--- src/rtl/player_input_ctrl.sv ---
// Two-player button conditioning: 2-flop sync, counter debounce, last-pressed-wins
// direction arbitration and fire pulses with optional auto-repeat, all gated by game_on.
module player_input_ctrl #(
  parameter int unsigned DEBOUNCE_CYCLES = 500000,
  parameter int unsigned AUTOFIRE_CYCLES = 0
) (
  input  logic       clk,
  input  logic       reset,
  input  logic       game_on,
  input  logic [4:0] btn1,
  input  logic [4:0] btn2,
  output logic       up1,
  output logic       down1,
  output logic       left1,
  output logic       right1,
  output logic       fire1,
  output logic       up2,
  output logic       down2,
  output logic       left2,
  output logic       right2,
  output logic       fire2
);

  localparam logic [2:0] DIR_NONE  = 3'd0;
  localparam logic [2:0] DIR_UP    = 3'd1;
  localparam logic [2:0] DIR_DOWN  = 3'd2;
  localparam logic [2:0] DIR_LEFT  = 3'd3;
  localparam logic [2:0] DIR_RIGHT = 3'd4;

  localparam logic [19:0] DB_LAST = 20'(DEBOUNCE_CYCLES - 1);
  // A period of 1 would give back-to-back pulses, so repeat never runs faster than every 2 cycles.
  localparam int unsigned AF_PERIOD = (AUTOFIRE_CYCLES < 2) ? 2 : AUTOFIRE_CYCLES;
  localparam logic [23:0] AF_LAST   = 24'(AF_PERIOD - 1);
  localparam bit          AF_EN     = (AUTOFIRE_CYCLES != 0);

  logic [9:0]  sync1_q, sync1_d, sync2_q, sync2_d;
  logic [9:0]  deb_q, deb_d, deb_prev_q, deb_prev_d;
  logic [19:0] cnt_q [10];
  logic [19:0] cnt_d [10];
  logic [2:0]  dir_sel_q [2];
  logic [2:0]  dir_sel_d [2];
  logic [23:0] rep_q [2];
  logic [23:0] rep_d [2];
  logic [1:0]  arm_q, arm_d;
  logic [4:0]  out_q [2];
  logic [4:0]  out_d [2];
  logic [4:0]  held [2];
  logic [4:0]  rise [2];
  logic [1:0]  pulse;

  // dirs = {up, down, left, right}
  function automatic logic [2:0] pick_dir(input logic [3:0] dirs);
    if (dirs[3])      return DIR_UP;
    else if (dirs[2]) return DIR_DOWN;
    else if (dirs[1]) return DIR_LEFT;
    else if (dirs[0]) return DIR_RIGHT;
    else              return DIR_NONE;
  endfunction

  function automatic logic dir_held(input logic [2:0] sel, input logic [3:0] dirs);
    case (sel)
      DIR_UP:    return dirs[3];
      DIR_DOWN:  return dirs[2];
      DIR_LEFT:  return dirs[1];
      DIR_RIGHT: return dirs[0];
      default:   return 1'b0;
    endcase
  endfunction

  always_comb begin
    sync1_d    = {btn2, btn1};
    sync2_d    = sync1_q;
    deb_prev_d = deb_q;
    deb_d      = deb_q;
    for (int unsigned i = 0; i < 10; i++) begin
      cnt_d[i] = '0;
      if (sync2_q[i] != deb_q[i]) begin
        if (cnt_q[i] == DB_LAST) deb_d[i] = sync2_q[i];
        else                     cnt_d[i] = cnt_q[i] + 20'd1;
      end
    end

    for (int unsigned p = 0; p < 2; p++) begin
      held[p] = deb_q[p*5 +: 5];
      rise[p] = held[p] & ~deb_prev_q[p*5 +: 5];

      // NONE with buttons held (after game_on rises) re-arbitrates by priority.
      dir_sel_d[p] = dir_sel_q[p];
      if (!game_on)
        dir_sel_d[p] = DIR_NONE;
      else if (rise[p][4:1] != '0)
        dir_sel_d[p] = pick_dir(rise[p][4:1]);
      else if (!dir_held(dir_sel_q[p], held[p][4:1]))
        dir_sel_d[p] = pick_dir(held[p][4:1]);

      // arm_q marks a press that pulsed while enabled; only an armed hold may repeat.
      pulse[p] = 1'b0;
      arm_d[p] = arm_q[p];
      rep_d[p] = '0;
      if (!game_on || !held[p][0]) begin
        arm_d[p] = 1'b0;
      end else if (rise[p][0]) begin
        pulse[p] = 1'b1;
        arm_d[p] = 1'b1;
      end else if (AF_EN && arm_q[p]) begin
        if (rep_q[p] == AF_LAST) pulse[p] = 1'b1;
        else                     rep_d[p] = rep_q[p] + 24'd1;
      end

      out_d[p] = {dir_sel_d[p] == DIR_UP, dir_sel_d[p] == DIR_DOWN,
                  dir_sel_d[p] == DIR_LEFT, dir_sel_d[p] == DIR_RIGHT, pulse[p]};
    end
  end

  always_ff @(posedge clk) begin
    if (reset) begin
      sync1_q    <= '0;
      sync2_q    <= '0;
      deb_q      <= '0;
      deb_prev_q <= '0;
      arm_q      <= '0;
      for (int unsigned i = 0; i < 10; i++) cnt_q[i] <= '0;
      for (int unsigned p = 0; p < 2; p++) begin
        dir_sel_q[p] <= DIR_NONE;
        rep_q[p]     <= '0;
        out_q[p]     <= '0;
      end
    end else begin
      sync1_q    <= sync1_d;
      sync2_q    <= sync2_d;
      deb_q      <= deb_d;
      deb_prev_q <= deb_prev_d;
      arm_q      <= arm_d;
      for (int unsigned i = 0; i < 10; i++) cnt_q[i] <= cnt_d[i];
      for (int unsigned p = 0; p < 2; p++) begin
        dir_sel_q[p] <= dir_sel_d[p];
        rep_q[p]     <= rep_d[p];
        out_q[p]     <= out_d[p];
      end
    end
  end

  assign up1    = out_q[0][4];
  assign down1  = out_q[0][3];
  assign left1  = out_q[0][2];
  assign right1 = out_q[0][1];
  assign fire1  = out_q[0][0];
  assign up2    = out_q[1][4];
  assign down2  = out_q[1][3];
  assign left2  = out_q[1][2];
  assign right2 = out_q[1][1];
  assign fire2  = out_q[1][0];

endmodule
--- config.mk ---
export PLATFORM = sky130hd
export DESIGN_NAME = player_input_ctrl
export DESIGN_NICKNAME = d
export VERILOG_FILES = /design/src/rtl/player_input_ctrl.sv
export SDC_FILE = /design/constraint.sdc
export NUM_CORES = 1
export LEC_CHECK = 0
export BUFFER_PORTS_ARGS = -buffer_cell sky130_fd_sc_hd__buf_4
export CORE_ASPECT_RATIO = 1.5
export CORE_MARGIN = 1
export CORE_UTILIZATION = 30
export CTS_BUF_LIST = sky130_fd_sc_hd__clkbuf_16
export DETAILED_ROUTE_END_ITERATION = 8
export PLACE_DENSITY = 0.44
export SYNTH_ARGS = -nofsm -noshare
export SYNTH_HDL_FRONTEND = slang
export SYNTH_SLANG_ARGS = --single-unit
--- constraint.sdc ---
create_clock -name clk -period 3.51 [get_ports clk]
set_clock_uncertainty 0.05 [all_clocks]
set_input_delay 0.5265 -clock clk [delete_from_list [all_inputs] [get_ports clk]]
set_output_delay 0.5265 -clock clk [all_outputs]
set_load 0.05 [all_outputs]
**Word-level counts from Yosys, hierarchy flattened**

Memories as Yosys holds them, arrays and structs flattened.
Cells that the tools add are included.
W data, S select, Z words.

- Eq/ne operators: 36
- Add/subtract/negate cells: 10
- Magnitude comparators: 0
- Multiply operators: 0
- Divide/modulo/power cells: 0
- Reduce and logical (&&, ||, !) cells: 17
- Muxes and demuxes: 69
- Bitwise operators: 18
- Shift-type cells: 0

Operators with widths:

| cell | number |
|---|---|
| $mux W20 | 30 |
| $add A20 B1 Y20 const B | 10 |
| $eq A20 B19 Y1 const B | 10 |
| $mux W3 | 24 |
| $eq A3 B2 Y1 const B | 8 |
| $reduce_and A2 Y1 | 10 |
| $or A1 B1 Y1 | 14 |
| $eq A3 B1 Y1 const B | 4 |
| $eq A3 B3 Y1 const B | 4 |
| $mux W1 | 11 |
| $and A5 B5 Y5 | 2 |
| $mux W5 | 2 |
| $ne A1 B1 Y1 | 10 |
| $not A5 Y5 | 2 |
| $pmux W1 S4 | 2 |
| $reduce_bool A4 Y1 | 2 |
| $logic_not A1 Y1 | 3 |
| $logic_or A1 B1 Y1 | 2 |

- Register bits: 40
- Latch bits: 0
- ROM bits: 0
- Input port bits: 13
- Bits in writable memories: 216
- Logic and storage cells: 166
- Memories kept: 3

Memory list:

| memory | words | bits a word | read ports | clocked after Yosys merged registers in | wr ports | RTL line | RTL |
|---|---|---|---|---|---|---|---|
| cnt_q | 10 | 20 | 10 | 0 | 10 | 38 | `logic [19:0] cnt_q [10];` |
| out_q | 2 | 5 | 2 | 0 | 2 | 45 | `logic [4:0] out_q [2];` |
| dir_sel_q | 2 | 3 | 2 | 0 | 2 | 40 | `logic [2:0] dir_sel_q [2];` |

**Depth between registers and ports, before layout**

Gate-level depths: netlist of run 1.

- Depth after elaboration: 10
- Depth in mapped cells: 7

**Worst setup path after synthesis of run 1**

No wires, ideal clock.

- Path kind: register to register
- From: memory cnt_q[8][10]
- To: register deb_q[8], in the netlist deb_prev_d[8]
- Path slack: 1.650 ns
- Required time: 3.339 ns
- Buffers on the path: 0
- Arrival: 1.690 ns
- Library setup time: 0.121 ns
- Cell stages (with the launch flop): 5
- Clock period less this slack: 1.860 ns
- Cells stage by stage: dfxtp_1 -> or4b_1 -> or4_1 -> nor3_2 -> mux2_2

RTL lines:

| item | RTL line | RTL |
|---|---|---|
| start: declaration | 38 |  |
| end signal: assignment | 119 | `deb_q <= '0;` |
| end signal: assignment | 131 | `deb_q <= deb_d;` |
| end: declaration | 37 | `logic [9:0] deb_q, deb_d, deb_prev_q, deb_prev_d;` |

==> reports/qor.csv, run 1 <==
stage;metric;value;unit
synth;register area share after synthesis;0.4808;
grt;initial antenna violation count;1;
synth;area share of xor/xnor cells in the synthesized design;0.1536;
synth;asr flop ratio synth;0;
sta;minimum clock period;2287;ps
synth;largest family of logic cells by synthesized area;simple AND/OR/NAND/NOR gates;
synth;complex-gate fraction of the synthesized area;0.01455;
worst_setup_path;Worst path slowest cell;or3_1;
worst_setup_path;WS Path Type;flop to flop;
synth;EDFF count, synth;0;
layout;synth-to-layout area growth;14.51;%
drt;post-route ant nets;0;
worst_setup_path;Critical Path Max Stage Delay;630;ps
layout;n_diodes;0;
placed_design;IO Port Bufs;22;
die;Die Ht;232.9;um
drt;drt first pass iters;4;
power;Leak;3.970;nW
drt;number of vias per cell;4.518;
synth;Yosys top cell area share;0.4808;
sta;RSZ-0062 raised after global routing;false;
drt;1st-iter DRT viols;238;
grt;pin count of the biggest net entering global routing;55;
clock_network;Worst-path clk slew;60;ps
die;Core Region;35000;sq um
worst_setup_path;endpoint type of the worst setup path;flop;
die;total I/O pin count;23;
synth;Synth area leaders;dfxtp_1, nor2_1, xor2_1, xnor2_1, nand3_1;
sta;Final Setup Violations;0;
sta;Final Hold Fails;0;
drt;metal2 WL;10140;um
synth;Top FF cell, synth;dfxtp_1;
worst_setup_path;CP Launch Type;flop;
synth;most frequent cell after synthesis;dfxtp_1;
clock_network;post-cts hold buffer count;0;
synth;post-synthesis cell area;10660;sq um
grt;Total Routing Usage GR;0.1174;
die;starting density of the core;0.3046;
synth;Synth area leader;dfxtp_1;
clock_network;clock sink count;256;
drt;Wirelength per Cell;11.94;um
drt;met3 WL;790;um
drt;met1 wire length;8980;um
synth;Syn Nets;1215;
synth;Netlist cell types;47;
sta;fin crit share;0.6515;
job;maxcap violations;0;
sta;Fin Hold WS;140.9;ps
drt;vias;7707;
die;FP Rows;84;
clock_network;Post-CTS Setup Inserts;0;
clock_network;H-Tree Depth;1;
sta;Fin Setup TNS;0;ps
power;Power Density;497.0;nW/um^2
grt;global-route wire length before repair;35540;um
layout;share of layout cells above drive strength 1;0.06407;
sta;worst rel slew slack;0.4763;
placed_design;HPWL after detailed placement;13780;um
synth;Synth top cells by count;dfxtp_1, nor2_1, xor2_1;
placed_design;routability cong.;0.7276;
outcome;status;finished clean;
hold_path;Tightest Hold Check Type;input port to flop;
clock_network;# resized after CTS;0;
synth;Synth warnings;0;
synth;Synth Area per Inst;8.943;sq um
synth;simple-gate area share of the yosys netlist;0.2994;
power;Overall Power;0.006066;W
worst_setup_path;Max FO, Critical Path;20;
layout;fin cells;1706;
placed_design;Inst Count DP;1654;
clock_network;CTS Buf Count;28;
worst_setup_path;crit path DAT;2640;ps
sta;Fmax;437.3;MHz
synth;Yosys reg bits;256;
synth;mux cell area share after synthesis;0.01268;
worst_setup_path;Buf+Inv Stages, Crit Path;0;
layout;fill cell total of the finished layout;3609;
worst_setup_path;Crit path max-delay family;simple AND/OR/NAND/NOR gates;
sta;worst slew pin tran;779.5;ps
clock_network;CTS tree;yes;
grt;Congestion Overflow GR;0;
die;die area;36310;sq um
sta;Slew Limit Fails;0;
grt;vias in the first global route;7652;
worst_setup_path;worst-path cell chain;or4_1, nor4_1, or3_1, nor2_1;
worst_setup_path;critical path required time;3860;ps
clock_network;Max clock buf depth;3;
clock_network;clk_lat worst skew;550;ps
synth;cells after synthesis;1192;
drt;routed wire length;20360;um
drt;top layer in use;met5;
drt;residual DRC count;0;
clock_network;CTS root buf;clkbuf_16;
die;die outline width;155.9;um
power;VDD IR max;310.1;uV
layout;nets;1234;
layout;Post-Route Utilization;0.3488;
synth;adder-cell share of the synthesized area;0.01174;
## worst register-to-register path, cell delays in order, from the launching register on
cell	delay, ps
dfxtp_1	370
or4_1	530
nor4_1	450
or3_1	630
nor2_1	110
## cell usage in the layout, fill, tap and decap left out, types with 3 or more instances in the layout
cell	count
xnor2_1	93
clkinv_2	10
mux2_2	4
nand3_1	65
nor4bb_1	5
o21ai_0	5
nand2b_1	12
nor4_1	21
ha_1	10
mux2i_1	9
and3_1	33
nand4_1	49
clkinv_1	3
nand2_1	67
inv_1	34
or4_1	9
and4_1	15
a21oi_1	9
bufinv_16	5
buf_4	22
or3_1	12
xor2_1	94
nor2b_1	44
dfxtp_1	256
nor3_1	37
clkbuf_16	29
nor2_1	245
nor4b_1	6
nor3b_1	3
## routing by layer
metal | vias up | track usage
met5 | - | 0
met4 | 2 | 0.04289
met3 | 32 | 0.02235
met2 | 67 | 0.2146
met1 | 3569 | 0.1338
li1 | 4037 | -
## state kept, by name, indices dropped and copies added (netlist names)
register,count
dir_sel_q,6
deb_prev_q,10
sync1_q,10
deb_prev_d,10
cnt_q,200
sync2_q,10
out_q,10
## worst paths after layout
path / startpoint / end / slack [ps] / depth (start not counted)
min: btn1[0] / sync1_q[0] / 140 / 2
max: cnt_q[2][14] / cnt_q[2][4] / 1220 / 4
max reg2reg: cnt_q[2][14] / cnt_q[2][4] / 1220 / 4
min reg2reg: deb_prev_q[0] / out_q[0][0] / 340 / 1
## power by group
group | internal [W] | switching [W]
Sequential | 0.00292 | 0.00000799
Clock | 0.00186 | 0.00122
Combinational | 0.0000221 | 0.0000386
Total | 0.00480 | 0.00126
## stage by stage
stage	worst slack (ps)	instance area (sq um)
detailed placement	1179	11240
global route	1041	12210
global placement	1245	11240
CTS	1162	12210
finish	1223	12210
floorplan	1650	10660
## kinds of logic (layout without fill, tap and decap cells)
group / count (synthesis) / count (layout)
muxes: 13 / 13
AOI/OAI and AO/OA: 25 / 25
xor gates and xnor gates: 187 / 187
and+or+nand+nor: 637 / 637
DFF: 256 / 256
buffers and inverters: 64 / 105
adders and majority gates: 10 / 10
## area by class of cell
class	instances	area, sq um	share of cell area
well taps	473	591.8	0.04848
inverters	31	116.4	0.009533
clock buffers	29	725.7	0.05945
clock inverters	23	237.7	0.01948
repair buffers	22	165.2	0.01353
multi-input cells	872	5245	0.4297
flip-flops and latches	256	5125	0.4198
Power figures use the tool's default switching activity.
==> inputs of run 2 (changes only) <==
Settings changed: PLACE_DENSITY 0.44 to 0.46.
Clock period 3.51 ns to 1.98 ns, I/O delays scaled along.
==> run 2 against run 1 <==
Against the previous run: critical path depth rose by 2; die area did not move; final cell count rose by 3.5%; combinational power rose to 2.7 times the previous value; wire length rose by 2.7%; sequential share of layout area fell by 1.7 points; utilization rose by 1.4 points; setup slack got worse by 1200 ps; register-to-register slack got worse by 1200 ps; hold slack got worse by 65 ps; largest power group is now registers.
==> reports/qor.csv, run 2 (synthesis gave the netlist of run 1 again) <==
stage;metric;value;unit
worst_setup_path;Worst path slowest cell;or4b_4;
drt;residual DRC count;0;
power;Int Pwr;0.007832;W
worst_setup_path;R2R Setup Slk;20;ps
worst_setup_path;worst-path cell chain;or4b_4, or4_4, nor3_4, or3_4, clkbuf_16, nor2_1;
placed_design;HPWL after detailed placement;14400;um
outcome;status;finished clean;
worst_setup_path;Buf+Inv Stages, Crit Path;1;
layout;register bank with the most flops;cnt_q;
grt;global-route wire length before repair;36020;um
sta;Final Hold Fails;0;
power;Power Density;782.4;nW/um^2
placed_design;Inst Count DP;1706;
power;Switching Share;0.2124;
layout;post-route cell area;12710;sq um
power;sequential power share;0.522;
grt;vias in the first global route;7672;
worst_setup_path;Crit path max-delay family;simple AND/OR/NAND/NOR gates;
job;maxcap violations;0;
sta;Fmax;510.8;MHz
sta;RSZ-0062 raised after global routing;true;
clock_network;clk_lat worst skew;540;ps
die;Die Ht;232.9;um
die;Core Region;35000;sq um
worst_setup_path;crit path DAT;2330;ps
grt;Total Routing Usage GR;0.1189;
sta;Final Setup Violations;0;
sta;Fin Hold WS;76.21;ps
worst_setup_path;Worst Reg-to-Reg Cells;6;
power;Clock power frac;0.462;
drt;Wirelength per Cell;11.84;um
power;Switching Power;0.002113;W
layout;nets;1298;
drt;number of vias per cell;4.508;
drt;routed wire length;20910;um
power;VDD IR max;486.9;uV
hold_path;hold_sp;reset;
layout;fill cell total of the finished layout;3606;
worst_setup_path;CP Launch Type;flop;
worst_setup_path;Max FO, Critical Path;5;
layout;commonest cells after routing, fill and taps aside;dfxtp_1, nor2_1, xor2_1, xnor2_1, nand2_1;
worst_setup_path;critical path required time;2350;ps
die;die area;36310;sq um
clock_network;Worst-path clk slew;60;ps
layout;max FFs per register;200;
sta;minimum clock period;1958;ps
power;Leak;4.284;nW
worst_setup_path;Critical Path Max Stage Delay;520;ps
clock_network;Post-CTS Setup Inserts;0;
placed_design;routability cong.;0.7395;
layout;share of layout cells above drive strength 1;0.09752;
drt;post-route ant nets;0;
layout;fin cells;1765;
clock_network;Max clock buf depth;3;
grt;pin count of the biggest net entering global routing;30;
hold_path;Hold Path Stages;2;
die;starting density of the core;0.3046;
clock_network;H-Tree Depth;1;
worst_setup_path;endpoint type of the worst setup path;flop;
power;combinational cell fraction of total power;0.016;
placed_design;IO Port Bufs;22;
drt;1st-iter DRT viols;222;
worst_setup_path;FF-to-FF Start;cnt_q[8][10];
layout;synth-to-layout area growth;19.23;%
worst_setup_path;WS Path Type;flop to flop;
layout;leading cell type in the layout, fill and taps excluded;dfxtp_1;
clock_network;clock sink count;256;
die;die outline width;155.9;um
placed_design;Placed Area;11750;sq um
worst_setup_path;Reg-to-Reg End;cnt_q[8][3];
clock_network;CTS Buf Count;27;
drt;drt first pass iters;4;
die;FP Rows;84;
power;Overall Power;0.009945;W
clock_network;CTS root buf;clkbuf_16;
hold_path;hold endpoint;deb_prev_q[2];
hold_path;Tightest Hold Check Type;input port to flop;
sta;Slew Limit Fails;0;
drt;vias;7957;
sta;Fin Setup TNS;0;ps
grt;initial antenna violation count;1;
sta;worst slew pin tran;512.8;ps
layout;n_diodes;0;
sta;fin crit share;0.9888;
clock_network;CTS tree;yes;
grt;Congestion Overflow GR;0;
die;total I/O pin count;23;
sta;worst rel slew slack;0.6535;
-- run 2: routing by layer --
metal  vias up  GRT usage  routed length, um
li1       4170          -                  -
met5         -          0                 10
met2        74     0.2154              10290
met3        29    0.01881                649
met1      3682     0.1397               9522
met4         2    0.04259                435
-- run 2: how the worst max path moves through the flow --
stage / start / end / slack (ps) / cells after the start
6_report: cnt_q[8][10] / cnt_q[8][3] / 20 / 6
5_1_grt: cnt_q[8][10] / cnt_q[8][14] / -30 / 6
4_1_cts: cnt_q[8][10] / cnt_q[8][13] / 3 / 6
3_5_place_dp: cnt_q[8][10] / cnt_q[8][13] / 10 / 6
3_3_place_gp: cnt_q[8][10] / cnt_q[8][10] / 20 / 6
2_1_floorplan: cnt_q[8][10] / deb_prev_d[8] / 120 / 4
-- run 2: worst register-to-register path, stage by stage, from the launching register on --
cell and delay [ps]:
dfxtp_2 320, or4b_4 520, or4_4 440, nor3_4 150
or3_4 190, clkbuf_16 160, nor2_1 40
-- run 2: power by group through the flow --
stage | Combinational (W) | Clock, W | Sequential [W]
after global routing | 0.000180 | 0.00502 | 0.00519
after floorplan | 0.0000775 | 0 | 0.00530
final | 0.000163 | 0.00459 | 0.00519
after CTS | 0.000163 | 0.00483 | 0.00519
after global placement | 0.000145 | 0 | 0.00530
after detailed placement | 0.000146 | 0 | 0.00530
-- run 2: layout make-up --
type,instances,area [sq um],share of cell area
timing repair buffer,87,814.5,0.06409
tap,473,591.8,0.04656
clock buffer,27,675.6,0.05316
clock inverter,19,105.1,0.008269
sequential,256,5126,0.4033
inverter,31,116.4,0.009155
multi-input combinational,872,5280,0.4154
-- run 2: timing repair --
action | 4_1_cts | 5_1_grt
endpoints found under the hold margin | 12 | 0
gates resized for setup | 0 | 11
setup endpoints to repair | 0 | 54
hold buffers | 11 | 0
-- run 2: through the flow --
| stage | setup slack (ps) | util |
|---|---|---|
| after floorplan | 119.8 | - |
| final | 22.21 | 0.3631 |
| after global placement | 18.50 | 0.3356 |
| after detailed placement | 12.36 | 0.3356 |
| after CTS | 3.242 | 0.3611 |
| after global routing | -28.25 | 0.3631 |
==> inputs of run 3 (changes only) <==
Settings changed: CORE_UTILIZATION 30 to 45, PLACE_DENSITY 0.46 to 0.6.
Clock period 1.98 ns to 2.4 ns, I/O delays scaled along.
==> run 3 against run 2 <==
Against the previous run: fmax shrank 5.1%; final cell count down 11%; via count decreased by 2.2%; clock power fell by 16%; utilization grew 16 points; sequential share of layout area rose by 2.2 points; die area fell by 33%; wire length decreased by 12%; cell area down 5.2%; highest routed layer is now met4.
==> reports/qor.csv, run 3 (synthesis gave the netlist of run 1 again) <==
stage;metric;value;unit
hold_path;Tightest Hold Check Type;input port to flop;
clock_network;Max clock buf depth;3;
clock_network;post-cts hold buffer count;10;
layout;fin cells;1566;
clock_network;CTS tree;yes;
layout;commonest cells after routing, fill and taps aside;dfxtp_1, nor2_1, xor2_1, xnor2_1, nand2_1;
clock_network;CTS Buf Count;26;
clock_network;clk_lat worst skew;530;ps
sta;Fmax;484.5;MHz
layout;synth-to-layout area growth;13.02;%
grt;initial antenna violation count;0;
placed_design;HPWL after detailed placement;12460;um
worst_setup_path;critical path required time;2760;ps
clock_network;Post-CTS Setup Inserts;0;
grt;Most Crowded Layer GR;met2;
sta;minimum clock period;2064;ps
sta;worst rel slew slack;0.5770;
die;Die Ht;190.5;um
worst_setup_path;Max FO, Critical Path;20;
layout;max FFs per register;200;
power;VDD IR max;520.0;uV
job;maxcap violations;0;
drt;routed wire length;18390;um
die;starting density of the core;0.4606;
clock_network;Worst-path clk slew;60;ps
grt;GRT met3 Usage;0.02329;
clock_network;CTS root buf;clkbuf_16;
die;die outline width;127.7;um
die;FP Rows;68;
clock_network;# resized after CTS;0;
grt;met1 usage in global routing;0.1912;
drt;vias;7781;
grt;GRT met2 Usage;0.2968;
grt;vias in the first global route;7641;
die;total I/O pin count;23;
sta;Slew Limit Fails;0;
sta;Final Setup Violations;0;
worst_setup_path;endpoint type of the worst setup path;flop;
layout;register bank with the most flops;cnt_q;
drt;1st-iter DRT viols;272;
sta;fin crit share;0.8600;
sta;RSZ-0062 raised after global routing;false;
worst_setup_path;FF-to-FF Start;cnt_q[8][9];
clock_network;H-Tree Depth;1;
sta;worst slew pin tran;628.7;ps
layout;leading cell type in the layout, fill and taps excluded;dfxtp_1;
worst_setup_path;CP Launch Type;flop;
placed_design;IO Port Bufs;22;
drt;number of vias per cell;4.969;
grt;pin count of the biggest net entering global routing;40;
drt;drt first pass iters;4;
layout;n_diodes;0;
die;die area;24320;sq um
clock_network;clock sink count;256;
worst_setup_path;crit path DAT;2430;ps
drt;Wirelength per Cell;11.74;um
worst_setup_path;crit path from;cnt_q[8][9];
drt;post-route ant nets;0;
layout;nets;1254;
drt;residual DRC count;0;
placed_design;Inst Count DP;1508;
sta;Final Hold Fails;0;
power;Leak;4.006;nW
grt;Total Routing Usage GR;0.1621;
worst_setup_path;WS Path Type;flop to flop;
die;Core Region;23140;sq um
outcome;status;finished clean;
hold_path;hold_sp;game_on;
grt;Congestion Overflow GR;0;
placed_design;routability cong.;0.7633;
layout;share of layout cells above drive strength 1;0.06555;
sta;Fin Setup TNS;0;ps
grt;global-route wire length before repair;33700;um
power;Power Density;683.6;nW/um^2
run 3: cell count changes in the layout (fill, tap and decap cells not counted), sizes merged:
cell,change
bufinv,+1
clkinv,+4
inv,-2
buf,-41
clkbuf,-2
dlygate4sd3,-1
run 3: worst paths after layout:
path | to | slack, ps | cells past startpoint
setup reg to reg | cnt_q[8][2] | 340 | 5
hold / removal | dir_sel_q[0][5] | 50 | 3
setup / recovery | cnt_q[8][2] | 340 | 5
hold reg to reg | out_q[0][5] | 380 | 1
run 3: where the power goes:
group | total, W | switching, W | leakage (nW) | internal (W)
logic | 0.000105 | 0.0000566 | 1.51 | 0.0000481
registers | 0.00428 | 0.0000125 | 2.07 | 0.00427
clock network | 0.00385 | 0.00166 | 0.427 | 0.00219
run 3: cell type report:
cell class / count / area [sq um]
tap: 315 / 394.1
inverter: 31 / 116.4
sequential: 256 / 5125
timing repair buffer: 44 / 355.3
multi-input combinational: 872 / 5245
clock buffer: 26 / 650.6
clock inverter: 22 / 161.4
fill: 2238 / 11090
run 3: layer usage:
| layer | wire length [um] | vias up | part of all wire |
|---|---|---|---|
| li1 | - | 4084 | - |
| met1 | 8316 | 3589 | 0.45 |
| met2 | 9016 | 75 | 0.49 |
| met3 | 554 | 33 | 0.030 |
| met4 | 501 | 0 | 0.027 |
| met5 | 0 | - | 0 |
run 3: stage by stage:
| stage | total power [W] | hold slack (ps) | util | area (sq um) | worst slack [ps] |
|---|---|---|---|---|---|
| floorplan | 0.004437 | 322.9 | - | 10660 | 539.8 |
| global placement | 0.004471 | 367.9 | 0.4812 | 11140 | 351.7 |
| detailed placement | 0.004473 | 370.4 | 0.4812 | 11140 | 297.7 |
| CTS | 0.008386 | 27.05 | 0.5206 | 12050 | 307.0 |
| global route | 0.008565 | 64.85 | 0.5206 | 12050 | 170.4 |
| finish | 0.008236 | 48.90 | 0.5206 | 12050 | 335.9 |
run 3: critical path, stage by stage, from the launching register on:
cell and delay (ps):
dfxtp_1 360, or4b_1 500, or4_1 420, nor3_2 150, or3_2 370, nor2_1 90
